### src/rtl/scoreboard_pkg.sv
// Shared definitions for the error scoreboard: FSM state encoding.
package scoreboard_pkg;

   typedef enum logic [0:0] {
      ST_RUN    = 1'b0,
      ST_FAILED = 1'b1
   } sb_state_e;

endpackage

### src/rtl/error_scoreboard_delay_line.sv
// Fixed-latency pipeline for the reference bus and its valid bit.
// DEPTH=0 degenerates to a plain wire.
module delay_line #(
   parameter int WIDTH = 1,
   parameter int DEPTH = 0
) (
   input  logic             clk,
   input  logic             rst,
   input  logic [WIDTH-1:0] din_i,
   output logic [WIDTH-1:0] dout_o
);

   generate
      if (DEPTH == 0) begin : g_wire
         logic unused_clk_rst_s;
         assign unused_clk_rst_s = clk ^ rst;
         assign dout_o = din_i;
      end else begin : g_shift
         logic [WIDTH-1:0] stage_q [DEPTH];

         // Shift stages; reset clears the valid bit carried in each stage
         always_ff @(posedge clk or posedge rst) begin
            if (rst) begin
               for (int i = 0; i < DEPTH; i++) begin
                  stage_q[i] <= '0;
               end
            end else begin
               stage_q[0] <= din_i;
               for (int i = 1; i < DEPTH; i++) begin
                  stage_q[i] <= stage_q[i-1];
               end
            end
         end

         assign dout_o = stage_q[DEPTH-1];
      end
   endgenerate

endmodule

### src/rtl/error_scoreboard.sv
// Multi-channel measured-vs-reference comparator with tolerance, saturating
// counters and first-failure capture.
module error_scoreboard
   import scoreboard_pkg::*;
#(
   parameter int DATAWIDTH   = 16,
   parameter int NUM_CH      = 4,
   parameter int REF_DELAY   = 0,
   parameter int CNT_WIDTH   = 16,
   parameter bit HALT_ON_ERR = 1'b0
) (
   input  logic                        clk,
   input  logic                        rst,
   input  logic [NUM_CH*DATAWIDTH-1:0] meas,
   input  logic [NUM_CH*DATAWIDTH-1:0] ref_data,
   input  logic                        valid,
   input  logic [DATAWIDTH-1:0]        tol,
   input  logic                        clear,
   output logic                        err,
   output logic [NUM_CH-1:0]           err_ch,
   output logic                        err_sticky,
   output logic [CNT_WIDTH-1:0]        err_count,
   output logic [CNT_WIDTH-1:0]        sample_count,
   output logic [CNT_WIDTH-1:0]        first_err_idx,
   output logic [NUM_CH-1:0]           first_err_ch
);

   localparam int BUS_W = NUM_CH * DATAWIDTH;

   // Difference taken one bit wider than the data so it never wraps.
   function automatic logic out_of_tol(input logic [DATAWIDTH-1:0] m,
                                       input logic [DATAWIDTH-1:0] r,
                                       input logic [DATAWIDTH-1:0] t);
      logic [DATAWIDTH:0] mx;
      logic [DATAWIDTH:0] rx;
      logic [DATAWIDTH:0] diff;
      mx   = {1'b0, m};
      rx   = {1'b0, r};
      diff = (mx >= rx) ? (mx - rx) : (rx - mx);
      return (diff > {1'b0, t});
   endfunction

   function automatic logic [CNT_WIDTH-1:0] sat_inc(input logic [CNT_WIDTH-1:0] c);
      return (&c) ? c : (c + CNT_WIDTH'(1));
   endfunction

   logic [BUS_W:0]    dly_in_s;
   logic [BUS_W:0]    dly_out_s;
   logic [BUS_W-1:0]  ref_dly_s;
   logic              valid_dly_s;
   logic [NUM_CH-1:0] fail_s;
   logic              any_fail_s;
   logic              halted_s;

   sb_state_e         state_q,     state_d;
   logic              err_q,       err_d;
   logic [NUM_CH-1:0] err_ch_q,    err_ch_d;
   logic [CNT_WIDTH-1:0] err_cnt_q,   err_cnt_d;
   logic [CNT_WIDTH-1:0] smp_cnt_q,   smp_cnt_d;
   logic [CNT_WIDTH-1:0] first_idx_q, first_idx_d;
   logic [NUM_CH-1:0] first_ch_q,  first_ch_d;

   assign dly_in_s = {valid, ref_data};
   assign {valid_dly_s, ref_dly_s} = dly_out_s;

   delay_line #(
      .WIDTH (BUS_W + 1),
      .DEPTH (REF_DELAY)
   ) u_ref_dly (
      .clk    (clk),
      .rst    (rst),
      .din_i  (dly_in_s),
      .dout_o (dly_out_s)
   );

   // Per-channel tolerance check against the delayed reference
   always_comb begin
      fail_s = '0;
      for (int k = 0; k < NUM_CH; k++) begin
         fail_s[k] = valid_dly_s &
                     out_of_tol(meas[k*DATAWIDTH +: DATAWIDTH],
                                ref_dly_s[k*DATAWIDTH +: DATAWIDTH], tol);
      end
   end

   assign any_fail_s = |fail_s;
   assign halted_s   = HALT_ON_ERR && (state_q == ST_FAILED);

   // Next state for FSM, counters and capture registers; clear wins over a compare
   always_comb begin
      state_d     = state_q;
      err_cnt_d   = err_cnt_q;
      smp_cnt_d   = smp_cnt_q;
      first_idx_d = first_idx_q;
      first_ch_d  = first_ch_q;
      err_ch_d    = '0;

      if (clear) begin
         state_d     = ST_RUN;
         err_cnt_d   = '0;
         smp_cnt_d   = '0;
         first_idx_d = '0;
         first_ch_d  = '0;
      end else if (valid_dly_s) begin
         err_ch_d = fail_s;

         if (!halted_s) begin
            smp_cnt_d = sat_inc(smp_cnt_q);
            if (any_fail_s) begin
               err_cnt_d = sat_inc(err_cnt_q);
            end else begin
               err_cnt_d = err_cnt_q;
            end
         end else begin
            smp_cnt_d = smp_cnt_q;
            err_cnt_d = err_cnt_q;
         end

         case (state_q)
            ST_RUN: begin
               if (any_fail_s) begin
                  state_d     = ST_FAILED;
                  first_idx_d = smp_cnt_q;
                  first_ch_d  = fail_s;
               end else begin
                  state_d = ST_RUN;
               end
            end
            ST_FAILED: state_d = ST_FAILED;
            default:   state_d = ST_RUN;
         endcase
      end else begin
         err_ch_d = '0;
      end
   end

   assign err_d = |err_ch_d;

   // State and output registers
   always_ff @(posedge clk or posedge rst) begin
      if (rst) begin
         state_q     <= ST_RUN;
         err_q       <= 1'b0;
         err_ch_q    <= '0;
         err_cnt_q   <= '0;
         smp_cnt_q   <= '0;
         first_idx_q <= '0;
         first_ch_q  <= '0;
      end else begin
         state_q     <= state_d;
         err_q       <= err_d;
         err_ch_q    <= err_ch_d;
         err_cnt_q   <= err_cnt_d;
         smp_cnt_q   <= smp_cnt_d;
         first_idx_q <= first_idx_d;
         first_ch_q  <= first_ch_d;
      end
   end

   assign err           = err_q;
   assign err_ch        = err_ch_q;
   assign err_sticky    = (state_q == ST_FAILED);
   assign err_count     = err_cnt_q;
   assign sample_count  = smp_cnt_q;
   assign first_err_idx = first_idx_q;
   assign first_err_ch  = first_ch_q;

endmodule
### config.mk
export PLATFORM = sky130hd
export DESIGN_NAME = error_scoreboard
export DESIGN_NICKNAME = d
export VERILOG_FILES = /design/src/rtl/scoreboard_pkg.sv /design/src/rtl/error_scoreboard_delay_line.sv /design/src/rtl/error_scoreboard.sv
export SDC_FILE = /design/constraint.sdc
export NUM_CORES = 1
export LEC_CHECK = 0
export CAP_MARGIN = 20
export CORE_MARGIN = 2
export CORE_UTILIZATION = 59
export DETAILED_ROUTE_END_ITERATION = 16
export GPL_TIMING_DRIVEN = 0
export PLACE_DENSITY_LB_ADDON = 0.08
export SYNTH_ARGS = -nofsm -noshare
export SYNTH_HDL_FRONTEND = slang
export SYNTH_SLANG_ARGS = --single-unit
### constraint.sdc
create_clock -name clk -period 6.1 [get_ports clk]
set_input_delay 1.22 -clock clk [delete_from_list [all_inputs] [get_ports clk]]
set_output_delay 1.22 -clock clk [all_outputs]
set_load 0.01 [all_outputs]
# After elaboration in Yosys (flattened, before gate mapping)

Index checks and enable logic that the tools add are counted.

Add/subtract/negate cells: 10
Magnitude comparators: 8
Eq/ne operators: 3
Muxes and demuxes: 25
Bitwise logic cells: 5
Reduce and logical (&&, ||, !) cells: 9

Operator list:

| kind                    | count |
|---|---|
| $mux W16                | 11 |
| $sub A16 B16 Y17        | 8 |
| $gt A17 B16 Y1          | 4 |
| $mux W17                | 4 |
| $ge A16 B16 Y1          | 4 |
| $add A16 B1 Y16 const B | 2 |
| $reduce_and A16 Y1      | 2 |
| $mux W4                 | 6 |
| $reduce_or A4 Y1        | 2 |
| $ne A2 B2 Y1 const B    | 3 |
| $reduce_and A3 Y1       | 2 |
| $and A1 B1 Y1           | 4 |
| $reduce_bool A2 Y1      | 2 |
| $mux W1                 | 3 |
| $pmux W1 S2             | 1 |
| $reduce_and A2 Y1       | 1 |
| $not A1 Y1              | 1 |

Register bits after elaboration: 58
Input bits: 148
Output and inout port bits: 58
Logic and storage cells: 67

# Longest topological paths before layout

Depth after elaboration: 9
Mapped depth: 28
Depth with buffers taken out: 23

# By module

From an unflattened synthesis, not the netlist that was laid out.

Cells, all modules: 1451
Area, all modules: 11138.2 µm²

By module, submodules not included:

| module           | times used | cells each | area each (µm²) | sequential area each (µm²) |
|---|---|---|---|---|
| error_scoreboard | 1          | 1386       | 10650.2         | 1451.4 |
| delay_line       | 1          | 65         | 488.0           | 0.0 |

# Worst setup path before layout

Ideal clock, no wire load.

Kind: input to register
Start point: input port meas[8]
End point: register err_cnt_q[11], in the netlist err_count[11]
Arrival time: 5921 ps
Path slack: 51 ps
Cell stages on the path: 26
Path through: inv_1 > ha_1 > clkbuf_1 > nand2_1 > nor2_1 > nand2_1 > nor4_1 > or2_1 > buf_2 > mux2_2 > a311o_1 > a31oi_2 > o211ai_1 > xor2_1 > ha_1 > a21o_1 > a21o_1 > a21oi_1 > o21ai_0 > a21oi_1 > o211ai_2 > o41ai_4 > nor3_2 > buf_4 > nand3_1 > mux2_1

Cells in the longest elaborated chain, start to end: 7

Ends and longest elaborated chain:

| element                                            | line                    | text |
|---|---|---|
| from (decl)                                        | error_scoreboard.sv:14  | `input logic [NUM_CH*DATAWIDTH-1:0] meas,` |
| $sub A16 B16 Y17 or $ge A16 B16 Y1 (tied branches) | error_scoreboard.sv:39  | `diff = (mx >= rx) ? (mx - rx) : (rx - mx);` |
| $mux W17 (*)                                       | error_scoreboard.sv:39  |  |
| $gt A17 B16 Y1 (*)                                 | error_scoreboard.sv:40  | `return (diff > {1'b0, t});` |
| $and A1 B1 Y1 (*)                                  | error_scoreboard.sv:80  | `fail_s[k] = valid_dly_s &` |
| $reduce_or A4 Y1 (*)                               | error_scoreboard.sv:86  | `assign any_fail_s = \|fail_s;` |
| $reduce_bool A2 Y1 (no line) (*)                   | n/a                     |  |
| $reduce_and A3 Y1 (no line) (*)                    | n/a                     |  |
| to (signal assigned)                               | error_scoreboard.sv:153 | `err_cnt_q <= err_cnt_d;` |
| to (decl)                                          | error_scoreboard.sv:58  | `logic [CNT_WIDTH-1:0] err_cnt_q, err_cnt_d;` |

Every way passes the cells marked *; elsewhere a longest branch is shown, timed or not.
A chain may end at the register's enable or synchronous reset.

# Worst setup path after layout

Start point: input port meas[0]
End point: register first_idx_q[4], in the netlist first_err_idx[4]

Cells in the longest elaborated chain, start to end: 7

Ends and longest elaborated chain:

| element                                            | line                    | text |
|---|---|---|
| $sub A16 B16 Y17 or $ge A16 B16 Y1 (tied branches) | error_scoreboard.sv:39  |  |
| $mux W17 (*)                                       | error_scoreboard.sv:39  |  |
| $gt A17 B16 Y1 (*)                                 | error_scoreboard.sv:40  |  |
| $and A1 B1 Y1 (*)                                  | error_scoreboard.sv:80  |  |
| $reduce_or A4 Y1 (*)                               | error_scoreboard.sv:86  |  |
| $reduce_bool A2 Y1 (no line) (*)                   | n/a                     |  |
| $reduce_and A3 Y1 (no line) (*)                    | n/a                     |  |
| to (signal assigned)                               | error_scoreboard.sv:155 | `first_idx_q <= first_idx_d;` |
| to (decl)                                          | error_scoreboard.sv:60  | `logic [CNT_WIDTH-1:0] first_idx_q, first_idx_d;` |

Marked as above.

==> impl_metrics.tcl <==
set metrics [dict create \
    die_area_mm2 0.0190 \
    end_kind "flop" \
    slew_violations 0 \
    grt_max_degree 33 \
    synth_cells 1346 \
    cp-start-kind "input pin" \
    relSlewSlack_pct 25.0 \
    powerDensity_mw_per_mm2 172 \
    cts_tree "built" \
    synth_cell_types 87 \
    clk_path_buf_depth 2 \
    antenna_left 0 \
    max_freq_mhz 149 \
    start_util_pct 60.7 \
    syn-num-nets 1696 \
    critPathMaxFanout 10 \
    drc 0 \
    detail_route.wl_per_cell_um 23.2 \
    min_period_over_period_pct 110 \
    final_core_util_pct 92.6 \
    htreeDepth 3 \
    cp_slowest_stage_delay_ps 470 \
    grt_usage_pct 36.3 \
    drtPass1Iterations 6 \
    holdCritPathClass "reg -> reg" \
    clkTransAtPathRegs_ps 60 \
    dp_hpwl_um 24400 \
    n_fill_cell 642 \
    wirelength_um 45000 \
    core.rowCount 48 \
    period_minus_slack_ps 6720 \
    post_route_cells_drive_above_1_share_pct 26.4 \
    syn_area_per_cell_um2 7.83 \
    reg2reg_slack_ps 2910 \
    cts_made_buffers 9 \
    ys_dominant_reg_cell "dfrtp_1" \
    vias 13100 \
    rsz0062_at_grt "yes" \
    worstSkewPairLatency_ps 340 \
    violations "negative setup slack" \
    cap_violations 0 \
    p_leak_nw 8.15 \
    multi_input_area_mm2 0.00942 \
    tightestPinTransition_ps 1100 \
    stdcell_count 1939 \
    vdd_drop_max_mv 0.169 \
    avgViaCountPerCell 6.77 \
    finalWorstSetupSlack_ps -621 \
    die_y_um 138 \
    criticalPathCategory "in -> reg" \
    grt_pass1_vias 11600 \
    timing.final.hold_violations 0 \
    clock_sinks 58 \
    yosys_warnings 0 \
    netlist_area_mm2 0.0105 \
    synth_edf_count 0 \
    grt_pass1_wl_um 55000 \
    portBuffers 205 \
    async_flop_share_pct 100 \
    critPathRequiredTime_ps 6290 \
    clock-root-buffer "clkbuf_16" \
    worstPathArrival_ps 6910 \
    io_pins 206 \
    antenna_found_initial 1 \
    place_congestion 0.974 \
    dp_slack_ps -1340 \
    outcome "complete, but fails checks" \
    fp.coreArea_mm2 0.0174 \
    layout.nets 2058 \
    drt-initial-drc-count 1681 \
    cp_slowest_cell "o41ai_4" \
    synth-seq-cells 58 \
    synth-seq-area-share_pct 13.8 \
    finalSetupViolCount 37 \
    placed_cells 1777 \
    ff_latch_area_mm2 0.00145 \
    power_w 0.00276 \
    clock_skew_ps 11.3 \
    area_delta_synth_final_pct 52.5 \
    die_x_um 138 \
    overflow 0 \
]
==> cell families after synthesis <==
logic type	count (synthesis)	share of synthesized area (%)
AOI/OAI and AO/OA	384	24.2
muxes	67	6.61
adders and majority gates	202	24.5
xor gates and xnor gates	73	6.06
and+or+nand+nor	322	15.4
buffers and inverters	240	9.43
DFF	58	13.8
==> timing repair <==
item,4_1_cts,5_1_grt
hold buffers,0,0
gates resized for setup,253,224
cloned,2,1
endpoints found under the setup margin,38,38
buffers inserted,107,47
pin swaps,74,108
==> metrics by stage <==
stage | hold slack (ps) | cell area (µm²) | TNS, ps
2_1_floorplan | 555 | 10500 | 0
3_3_place_gp | 500 | 12900 | -47250
3_5_place_dp | 514 | 12900 | -45520
4_1_cts | 527 | 14900 | 0
5_1_grt | 557 | 16100 | -26130
6_report | 527 | 16100 | -17600
==> where the power goes <==
group | switching, W | internal, W
combinational | 0.000963 | 0.000838
clock | 0.000182 | 0.000367
sequential | 0.0000117 | 0.000398
==> final cells by class <==
class                      instances  share of cell area, %
multi-input combinational       1048                   58.6
timing repair buffer             362                   21.2
sequential                        58                   9.03
inverter                         180                   4.24
buffer                            49                   3.17
tap                              225                   1.75
clock buffer                      11                   1.51
clock inverter                     5                  0.482
antenna                            1                 0.0156
==> cell usage after synthesis, drive strengths merged (18+ instances only) <==
master | n | area share [%]
a21o | 74 | 5.3
xor2 | 37 | 3.1
mux2 | 21 | 2.2
xnor2 | 36 | 3.0
nand4 | 25 | 1.5
inv | 180 | 6.4
a21oi | 112 | 5.4
nand3 | 40 | 1.9
nand2 | 77 | 2.7
o21ai | 77 | 3.7
dfrtp | 58 | 14
ha | 194 | 23
nor2 | 88 | 3.2
buf | 45 | 2.5
nor2b | 18 | 1.1
mux2i | 46 | 4.4
==> cell usage in the layout, fill, tap and decap left out, types with 53 or more instances in the layout <==
| cell | count |
|---|---|
| nand2_1 | 70 |
| a21oi_1 | 84 |
| buf_4 | 141 |
| dfrtp_1 | 58 |
| o21ai_0 | 56 |
| dlymetal6s2s_1 | 53 |
| a21o_1 | 74 |
| ha_1 | 151 |
| clkdlybuf4s50_1 | 115 |
| inv_1 | 160 |
| nor2_1 | 77 |
==> state kept, by name, indices dropped and copies added (netlist names) <==
name           flops
err_count         16
first_err_idx     16
sample_count      16
err_ch             4
first_err_ch       4
err                1
err_sticky         1
==> final timing paths <==
kind | start | to | cells past startpoint
worst max register to register | err_count[3] | err_count[7] | 12
worst min register to register | first_err_idx[7] | first_err_idx[7] | 2
worst min-delay path | first_err_idx[7] | first_err_idx[7] | 2
worst max-delay path | meas[0] | first_err_idx[4] | 26
max in group asynchronous | rst | err_sticky | 3
min in group asynchronous | rst | sample_count[6] | 2
==> layer usage <==
layer	up-vias	track usage, %	routed length [µm]
met1	6089	43.1	15600
li1	5449	-	-
met3	402	5.78	4740
met2	1196	64.6	21100
met4	0	15.2	3510
met5	-	0	0
==> critical path, delay by kind of cell <==
kind / cells / cell delay [ps]
AO/OA/AOI/OAI: 9 / 2610
buffers and inverters: 6 / 1000
AND/OR/NAND/NOR: 6 / 800
multiplexers: 2 / 530
adder cells (fa/ha/maj): 2 / 490
XOR/XNOR: 1 / 240
(Power assumes the default switching activity.)
